**src/rtl/multichannel_fifo_controller.sv**
```systemverilog
// Controller for CHANNELS independent FIFOs sharing one statically partitioned memory.
// Each channel owns DEPTH contiguous entries and has its own wrap-bit pointers and level.
module multichannel_fifo_controller #(
    parameter int WIDTH                 = 8,
    parameter int DEPTH                 = 4,
    parameter int CHANNELS              = 4,
    parameter int ALMOST_FULL_THRESHOLD = DEPTH - 1,
    parameter int DEPTH_LOG2            = $clog2(DEPTH),
    parameter int CHANNELS_LOG2         = $clog2(CHANNELS)
) (
    input  logic                                   clock,
    input  logic                                   resetn,
    input  logic                                   write_enable,
    input  logic [CHANNELS_LOG2-1:0]               write_channel,
    input  logic [WIDTH-1:0]                       write_data,
    output logic [CHANNELS-1:0]                    write_full,
    output logic [CHANNELS-1:0]                    write_almost_full,
    output logic                                   write_overflow,
    input  logic                                   read_enable,
    input  logic [CHANNELS_LOG2-1:0]               read_channel,
    output logic [WIDTH-1:0]                       read_data,
    output logic [CHANNELS-1:0]                    read_empty,
    output logic                                   read_underflow,
    output logic [CHANNELS*(DEPTH_LOG2+1)-1:0]     level,
    output logic                                   memory_clock,
    output logic                                   memory_write_enable,
    output logic [CHANNELS_LOG2+DEPTH_LOG2-1:0]    memory_write_address,
    output logic [WIDTH-1:0]                       memory_write_data,
    output logic                                   memory_read_enable,
    output logic [CHANNELS_LOG2+DEPTH_LOG2-1:0]    memory_read_address,
    input  logic [WIDTH-1:0]                       memory_read_data
);

    localparam int LW = DEPTH_LOG2 + 1;

    logic [LW-1:0] wr_ptr_q [CHANNELS];
    logic [LW-1:0] wr_ptr_d [CHANNELS];
    logic [LW-1:0] rd_ptr_q [CHANNELS];
    logic [LW-1:0] rd_ptr_d [CHANNELS];
    logic [LW-1:0] level_q  [CHANNELS];
    logic [LW-1:0] level_d  [CHANNELS];
    logic          overflow_q, overflow_d;
    logic          underflow_q, underflow_d;
    logic          push_ok, pop_ok;

    // Status flags come only from registered level, never from same-cycle requests.
    always_comb begin
        write_full        = '0;
        read_empty        = '0;
        write_almost_full = '0;
        level             = '0;
        for (int c = 0; c < CHANNELS; c++) begin
            write_full[c]        = (level_q[c] == LW'(DEPTH));
            read_empty[c]        = (level_q[c] == '0);
            write_almost_full[c] = (level_q[c] >= LW'(ALMOST_FULL_THRESHOLD));
            level[c*LW +: LW]    = level_q[c];
        end
    end

    assign push_ok = resetn && write_enable && !write_full[write_channel];
    assign pop_ok  = resetn && read_enable && !read_empty[read_channel];

    assign memory_clock         = clock;
    assign memory_write_enable  = push_ok;
    assign memory_write_address = {write_channel, wr_ptr_q[write_channel][DEPTH_LOG2-1:0]};
    assign memory_write_data    = write_data;
    assign memory_read_enable   = pop_ok;
    assign memory_read_address  = {read_channel, rd_ptr_q[read_channel][DEPTH_LOG2-1:0]};
    assign read_data            = memory_read_data;
    assign write_overflow       = overflow_q;
    assign read_underflow       = underflow_q;

    // Level is the wrap-aware pointer difference, so it lands in 0..DEPTH by construction.
    always_comb begin
        for (int c = 0; c < CHANNELS; c++) begin
            wr_ptr_d[c] = wr_ptr_q[c];
            rd_ptr_d[c] = rd_ptr_q[c];
            if (push_ok && (write_channel == CHANNELS_LOG2'(c))) begin
                wr_ptr_d[c] = wr_ptr_q[c] + LW'(1);
            end
            if (pop_ok && (read_channel == CHANNELS_LOG2'(c))) begin
                rd_ptr_d[c] = rd_ptr_q[c] + LW'(1);
            end
            level_d[c] = wr_ptr_d[c] - rd_ptr_d[c];
        end
        overflow_d  = write_enable && write_full[write_channel];
        underflow_d = read_enable && read_empty[read_channel];
    end

    always_ff @(posedge clock) begin
        if (!resetn) begin
            for (int c = 0; c < CHANNELS; c++) begin
                wr_ptr_q[c] <= '0;
                rd_ptr_q[c] <= '0;
                level_q[c]  <= '0;
            end
            overflow_q  <= 1'b0;
            underflow_q <= 1'b0;
        end else begin
            for (int c = 0; c < CHANNELS; c++) begin
                wr_ptr_q[c] <= wr_ptr_d[c];
                rd_ptr_q[c] <= rd_ptr_d[c];
                level_q[c]  <= level_d[c];
            end
            overflow_q  <= overflow_d;
            underflow_q <= underflow_d;
        end
    end

endmodule
```
**config.mk**
```make
export PLATFORM = sky130hd
export DESIGN_NAME = multichannel_fifo_controller
export DESIGN_NICKNAME = d
export VERILOG_FILES = /design/src/rtl/multichannel_fifo_controller.sv
export SDC_FILE = /design/constraint.sdc
export NUM_CORES = 1
export LEC_CHECK = 0
export CORE_MARGIN = 2
export CORE_UTILIZATION = 46
export CTS_CLUSTER_DIAMETER = 50
export DETAILED_ROUTE_END_ITERATION = 6
export GPL_ROUTABILITY_DRIVEN = 0
export PLACE_DENSITY = 0.78
export SKIP_CTS_REPAIR_TIMING = 1
export SKIP_LAST_GASP = 1
export SLEW_MARGIN = 15
export SYNTH_ARGS = -nofsm -noshare
export SYNTH_HDL_FRONTEND = slang
export SYNTH_SLANG_ARGS = --single-unit
```
**constraint.sdc**
```tcl
create_clock -name clock -period 2.8 [get_ports clock]
set_input_delay 0.56 -clock clock [delete_from_list [all_inputs] [get_ports clock]]
set_output_delay 0.56 -clock clock [all_outputs]
set_load 0.1 [all_outputs]
```
==> results by group <==
Worst setup path
  • Reg2Reg Depth: 8
  • CP startpoint: read_channel[1]
  • Worst Path Arrival: 2.10 ns
  • FF-to-FF End: level_q[0][2]$_SDFF_PN0_
  • CP endpoint kind: output pin
  • Crit Path Class: in -> out
  • Critical Path RT: 2.24 ns
  • R2R setup slack: 0.51 ns
  • Worst-path fanout max: 6
  • Worst R2R Start: level_q[0][2]$_SDFF_PN0_
  • Startpoint Class: primary input

Global routing
  • Vias in the first global route: 1635
  • GR Util All Layers: 0.189
  • First-pass GRT wire length: 7.59 mm
  • Initial antenna violation count: 0
  • Gr ovfl total: 0
  • Largest net degree at the start of global routing: 23

Placement
  • Buffers added on ports: 44
  • Final HPWL DP: 3.56 mm
  • Cell count after placement: 323

Logic synthesis
  • Synth Net Count: 254
  • Distinct cells, synth: 47
  • Fraction of registers with async set/reset: 0
  • Seq cells post-synth: 38
  • Leading area contributor after synthesis: dfxtp_1
  • Gate Count Post-Synth: 214
  • Seq/Total Area, Yosys: 0.329
  • Synthesized area per cell: 10.8 µm²
  • Predominant post-synthesis flop cell: dfxtp_1
  • Post-synth EDFFs: 0
  • Post-synth top area share: 0.329
  • Post-synthesis cell area: 2310 µm²
  • Syn. warnings: 0
  • Largest cells by area after synthesis: dfxtp_1, buf_4, ha_1

STA
  • Final Hold Fails: 0
  • Ratio of final minimum period to clock period: 0.950
  • Fin. max-slew vios: 0
  • Clk_skew: 0.00502 ns
  • RSZ-0062 raised after global routing: no
  • Worst slew margin: 0.360
  • Max Fclk: 376 MHz
  • Final min period: 2.66 ns
  • Worst hold slack: 0.554 ns
  • Final setup fails: 0
  • Total negative slack: 0 ns
  • Slew @ Worst Pin: 0.959 ns

Floorplanning
  • Initial Utilization: 0.483
  • Die ar.: 5610 µm²
  • IO Pins: 77
  • Cell Rows: 25
  • Die Ht: 74.9 µm
  • Die Wd: 74.9 µm
  • Core area: 4790 µm²

Worst hold path
  • Hold Path Depth: 2
  • Min-Delay Path Class: reg -> reg
  • Hold worst-path end: wr_ptr_q[0][2]$_SDFF_PN0_
  • Worst Hold Launch: wr_ptr_q[0][2]$_SDFF_PN0_

Cells and area
  • Cell Count, Final, Fillers Out: 334
  • Area grow syn2layout: 35.4%
  • Share of layout cells above drive strength 1: 0.457
  • Ant. Diodes: 0
  • Nets: 306

Run
  • Max Cap Violations: 0

Status
  • Status: finished, final reports clean

Detailed routing
  • WL/cell: 13.6 µm
  • Starting DRT DRC Count: 57
  • Routed WL: 4.55 mm
  • Drt drc: 0
  • Vias per Instance: 4.87
  • Vias: 1627
  • 1st-pass router iterations: 4
  • Final ANT Viol Nets: 0

Power
  • Pleak: 1.46 nW
  • Peak VDD IR: 0.000861 V
  • PD cells: 450 nW/µm²

Clocking
  • TritonCTS clock tree: yes
  • Reg clk slew, reported paths: 0.07 ns
  • Worst-skew pair later-pin latency: 0.40 ns
through the flow:
stage / power [mW] / instance area [µm²] / util / setup WS (ns)
after CTS: 1.43 / 3120 / 0.653 / -0.347
after global placement: 0.946 / 3000 / 0.627 / -0.0996
final: 1.41 / 3130 / 0.654 / 0.140
after floorplan: 0.974 / 2440 / - / -0.111
after detailed placement: 0.948 / 3000 / 0.627 / -0.149
after global routing: 1.46 / 3130 / 0.654 / 0.0752
critical path: stages:
cell and delay, ns:
clkdlybuf4s50_1 0.62, buf_4 0.18, mux4_2 0.54, buf_12 0.19
how the worst max path moves through the flow:
stage	end	cells past startpoint	slack [ns]
after floorplan	level_q[0][2]$_SDFF_PN0_	8	-0.11
after global placement	memory_clock	1	-0.1
after detailed placement	level_q[0][2]$_SDFF_PN0_	10	-0.15
after CTS	memory_clock	3	-0.35
after global routing	memory_read_address[0]	4	0.08
final	memory_read_address[0]	4	0.14
layout make-up:
cell class | count | area (µm²)
fillers | 388 | 1650
flip-flops and latches | 38 | 796
multi-input cells | 132 | 1380
clock buffers | 10 | 126
repair buffers | 71 | 681
well taps | 67 | 83.8
inverters | 14 | 56.3
clock inverters | 2 | 8.76
cells by family after synthesis:
kind of cell               share of synthesized area
DFF                                            0.329
buffers and inverters                          0.113
and+or+nand+nor                                0.215
adders and majority gates                     0.0996
muxes                                          0.119
AOI/OAI and AO/OA                             0.0395
xor gates and xnor gates                      0.0844
power breakdown:
part	total, mW	internal, mW	switching (mW)
clock	0.615	0.285	0.330
sequential	0.551	0.542	0.00954
combinational	0.243	0.0860	0.157
registers in the layout, indices dropped and copies added (netlist names):
name	cells
level_q	12
rd_ptr_q	12
write_overflow	1
read_underflow	1
wr_ptr_q	12
synthesized netlist by cell type, drive strengths merged, types with 2 or more instances:
library cell  instances
dfxtp                38
clkbuf                4
nand3                 3
mux2                  4
inv                  14
ha                   12
mux4                  6
buf                  26
o21ai                 2
fa                    4
xnor2                 5
and2                 16
xor2                  7
nor3                  4
nor2                  7
nand2                 3
mux2i                 8
and4bb                2
or3b                  3
or4                   2
nand4b                2
nor3b                 5
xnor3                 4
nand4                 3
a21bo                 2
a21o                  4
nor2b                15
routing by layer:
| metal | wire, µm | GRT usage | vias to the layer above |
|---|---|---|---|
| met4 | 121 | 0.123 | 0 |
| met2 | 2030 | 0.274 | 47 |
| met1 | 2160 | 0.243 | 755 |
| met3 | 243 | 0.0602 | 9 |
| li1 | - | - | 816 |
| met5 | 0 | 0 | - |
cell usage in the layout (no fill, tap or decap), types with 3 or more instances in the layout:
cell	n
clkdlybuf4s50_1	5
buf_12	10
nand3_1	3
clkbuf_8	8
ha_1	10
dfxtp_1	26
mux2i_1	8
nand4_1	3
and2_1	15
buf_4	54
xnor3_1	4
nor2b_1	15
inv_1	13
mux4_2	4
nor2_1	3
nor3b_4	3
dfxtp_4	8
dlymetal6s2s_1	3
xor2_1	6
a21o_1	4
nor3_4	3
mux2_2	3
dfxtp_2	4
xnor2_1	5
No activity file was read; power rests on OpenSTA's default activity.
==> RTL edit, RTL diff (same settings) <==
The parameter `DEPTH` goes from 4 to 2.
--- a/src/rtl/multichannel_fifo_controller.sv
+++ b/src/rtl/multichannel_fifo_controller.sv
@@ -4,3 +4,3 @@
     parameter int WIDTH                 = 8,
-    parameter int DEPTH                 = 4,
+    parameter int DEPTH                 = 2,
     parameter int CHANNELS              = 4,
Interface: changed (resized level, memory_read_address and memory_write_address); port bits go from 77 to 71. The function was not compared with the original's and may differ.
==> RTL edit against the unedited design <==
- first-iteration DRC count is 39% lower
- total power down 24%
- area after synthesis down 34%
- combinational power is 6% lower
- critical path depth shrank 1
- sequential cell count is 12 lower
- sequential share of layout area up 1.0 points
- worst setup slack better by 8.9 ps
- design area is 36% lower
- synthesized cell count down 25%
- final cell count fell by 31%
- routed wire length down 29%
==> RTL edit: results (changes against the unedited design) <==
- The detailed router's first-iteration violation count is 35 (was 57).
- The cell type contributing the most total cell area after synthesis is sky130_fd_sc_hd__dfxtp_1 (unchanged).
- The final layout net count is 216 (was 306).
- Ranking of synthesized cells by instance count: sky130_fd_sc_hd__dfxtp_1 (26), sky130_fd_sc_hd__buf_4 (21), sky130_fd_sc_hd__nor2b_1 (12), sky130_fd_sc_hd__xnor2_1 (12) (was sky130_fd_sc_hd__dfxtp_1 (38), sky130_fd_sc_hd__buf_4 (23), sky130_fd_sc_hd__and2_1 (15), sky130_fd_sc_hd__nor2b_1 (15), sky130_fd_sc_hd__inv_1 (14)).
- The post-detailed-placement half-perimeter wirelength came to 2556 um (was 3557 um).
- The sequential area share after synthesis is 0.3401 (was 0.3290).
- The global-route usage over all layers was 0.1903 (was 0.1893).
- The number of warnings printed during yosys synthesis was 0 (unchanged).
- Largest regs: level_q x8, rd_ptr_q x8, wr_ptr_q x8 (was level_q x12, rd_ptr_q x12, wr_ptr_q x12).
- The post-detailed-routing wire length is 3236 um (was 4551 um).
- The maximum vdd ir drop is 667.2 uV (was 861.3 uV).
- The largest net degree at the start of global routing is 27 (was 23).
- The clock-pin slew reported for the worst setup and hold paths after clock tree synthesis is 140 ps (was 70 ps).
- Status: finished clean (unchanged).
- The worst setup skew after layout was 8.600 ps (was 5.023 ps).
- The compound-gate portion of the synthesized area came to 0.03598 (was 0.03950).
- The proportion of synthesized flip-flops having asynchronous set or reset was 0 (unchanged).
- The instance area after placement is 0.001928 mm^2 (was 0.003002 mm^2).
- The clock latency at the later pin of the worst-skew pair is 440 ps (was 400 ps).
- The number of fill cells in the layout is 271 (was 388).
- The count of unique library cells instantiated by Yosys is 27 (was 47).
- The parity-gate share of the synthesized area counting xor and xnor cells was 0.1145 (was 0.08442).
- The synthesized net count came to 188 (was 254).
- Largest cells by area after synthesis: sky130_fd_sc_hd__dfxtp_1 (34%), sky130_fd_sc_hd__buf_4 (10%), sky130_fd_sc_hd__xnor2_1 (6.9%) (was sky130_fd_sc_hd__dfxtp_1 (33%), sky130_fd_sc_hd__buf_4 (7.5%), sky130_fd_sc_hd__ha_1 (6.5%)).
- The number of inserted diodes is 0 (unchanged).
- The highest net fanout along the worst path is 2 (was 6).
- The number of antenna violations at the first check in global routing came to 0 (unchanged).
- The share of cell area taken by muxes after synthesis is 0.09240 (was 0.1190).
- The wire length of the first global-routing pass came to 5133 um (was 7590 um).
- The share of synthesized cell area in full adder, half adder and majority cells came to 0.03271 (was 0.09957).
- The relative slew slack is 0.3589 (was 0.3595).
- The vias per cell is 5.147 (was 4.871).
- The share of final-layout standard cells stronger than drive strength 1 is 0.3529 (was 0.4569).
- The cell leakage power is 0.8964 nW (was 1.456 nW).
- The post-route minimum period is 2651 ps (was 2660 ps).
- The number of global-route vias before repair was 1118 (was 1635).
- The total of buffers placed on input and output ports is 38 (was 44).
[RTL edit: cell count changes after synthesis, moves of 4 or more]
cell | before | now
sky130_fd_sc_hd__nand2_1 | 2 | 6
sky130_fd_sc_hd__and2_1 | 15 | 8
sky130_fd_sc_hd__dfxtp_1 | 38 | 26
sky130_fd_sc_hd__mux2i_1 | 8 | 4
sky130_fd_sc_hd__a21o_1 | 4 | 0
sky130_fd_sc_hd__fa_1 | 4 | 0
sky130_fd_sc_hd__ha_1 | 12 | 4
sky130_fd_sc_hd__xnor2_1 | 5 | 12
sky130_fd_sc_hd__inv_1 | 14 | 8
sky130_fd_sc_hd__xnor3_1 | 4 | 0
[RTL edit: kinds of logic (layout without fill, tap and decap cells)]
logic type	Yosys count	in the layout
buffers and inverters	34	61
AND/OR/NAND/NOR	60	60
XOR/XNOR	20	20
multiplexers	8	8
AO/OA/AOI/OAI	8	8
flip-flops	26	26
adder cells (fa/ha/maj)	4	4
[RTL edit: final timing paths]
kind                                      from        endpoint  slack [ps]  depth (start not counted)
worst min-delay path            rd_ptr_q[0][1]  rd_ptr_q[0][1]         630                          2
worst min register to register  rd_ptr_q[0][1]  rd_ptr_q[0][1]         630                          2
worst max-delay path                     clock    memory_clock         150                          3
worst max register to register   level_q[3][0]   level_q[3][1]        1030                          7
[RTL edit: worst max-delay path, stage by stage]
cell                             delay, ps
sky130_fd_sc_hd__clkbuf_4              110
sky130_fd_sc_hd__clkbuf_4              120
sky130_fd_sc_hd__dlymetal6s2s_1        460
[RTL edit: metrics by stage]
stage	setup TNS, ps	cells	setup WS [ps]	hold WS (ps)
after floorplan	0	160	2.738	537.0
after global placement	-99.60	224	-99.60	585.0
after detailed placement	-99.60	224	-99.60	602.1
after CTS	-355.7	231	-355.7	631.9
after global routing	0	231	124.8	651.0
final	0	231	149.1	627.0
[RTL edit: layout make-up]
class	instances	area [um^2]	area share
Sequential cell	26	530.5	0.2645
Timing Repair Buffer	45	455.4	0.2271
Inverter	8	30.03	0.01497
Clock buffer	7	57.56	0.02870
Clock inverter	1	30.03	0.01497
Tap cell	44	55.05	0.02745
Multi-Input combinational cell	100	847.1	0.4223
[RTL edit: where the power goes]
part | internal, W | leakage [nW] | total (W) | switching (W)
clock network | 0.000215 | 0.0548 | 0.000460 | 0.000245
registers | 0.000378 | 0.214 | 0.000385 | 0.00000701
logic | 0.0000685 | 0.627 | 0.000229 | 0.000161
total | 0.000661 | 0.896 | 0.00107 | 0.000412
[RTL edit: metal layers]
| layer | vias up | track usage | part of all wire |
|---|---|---|---|
| li1 | 575 | - | - |
| met1 | 556 | 0.2163 | 0.40 |
| met2 | 46 | 0.3188 | 0.51 |
| met3 | 12 | 0.04412 | 0.060 |
| met4 | 0 | 0.1216 | 0.031 |
| met5 | - | 0 | 0 |
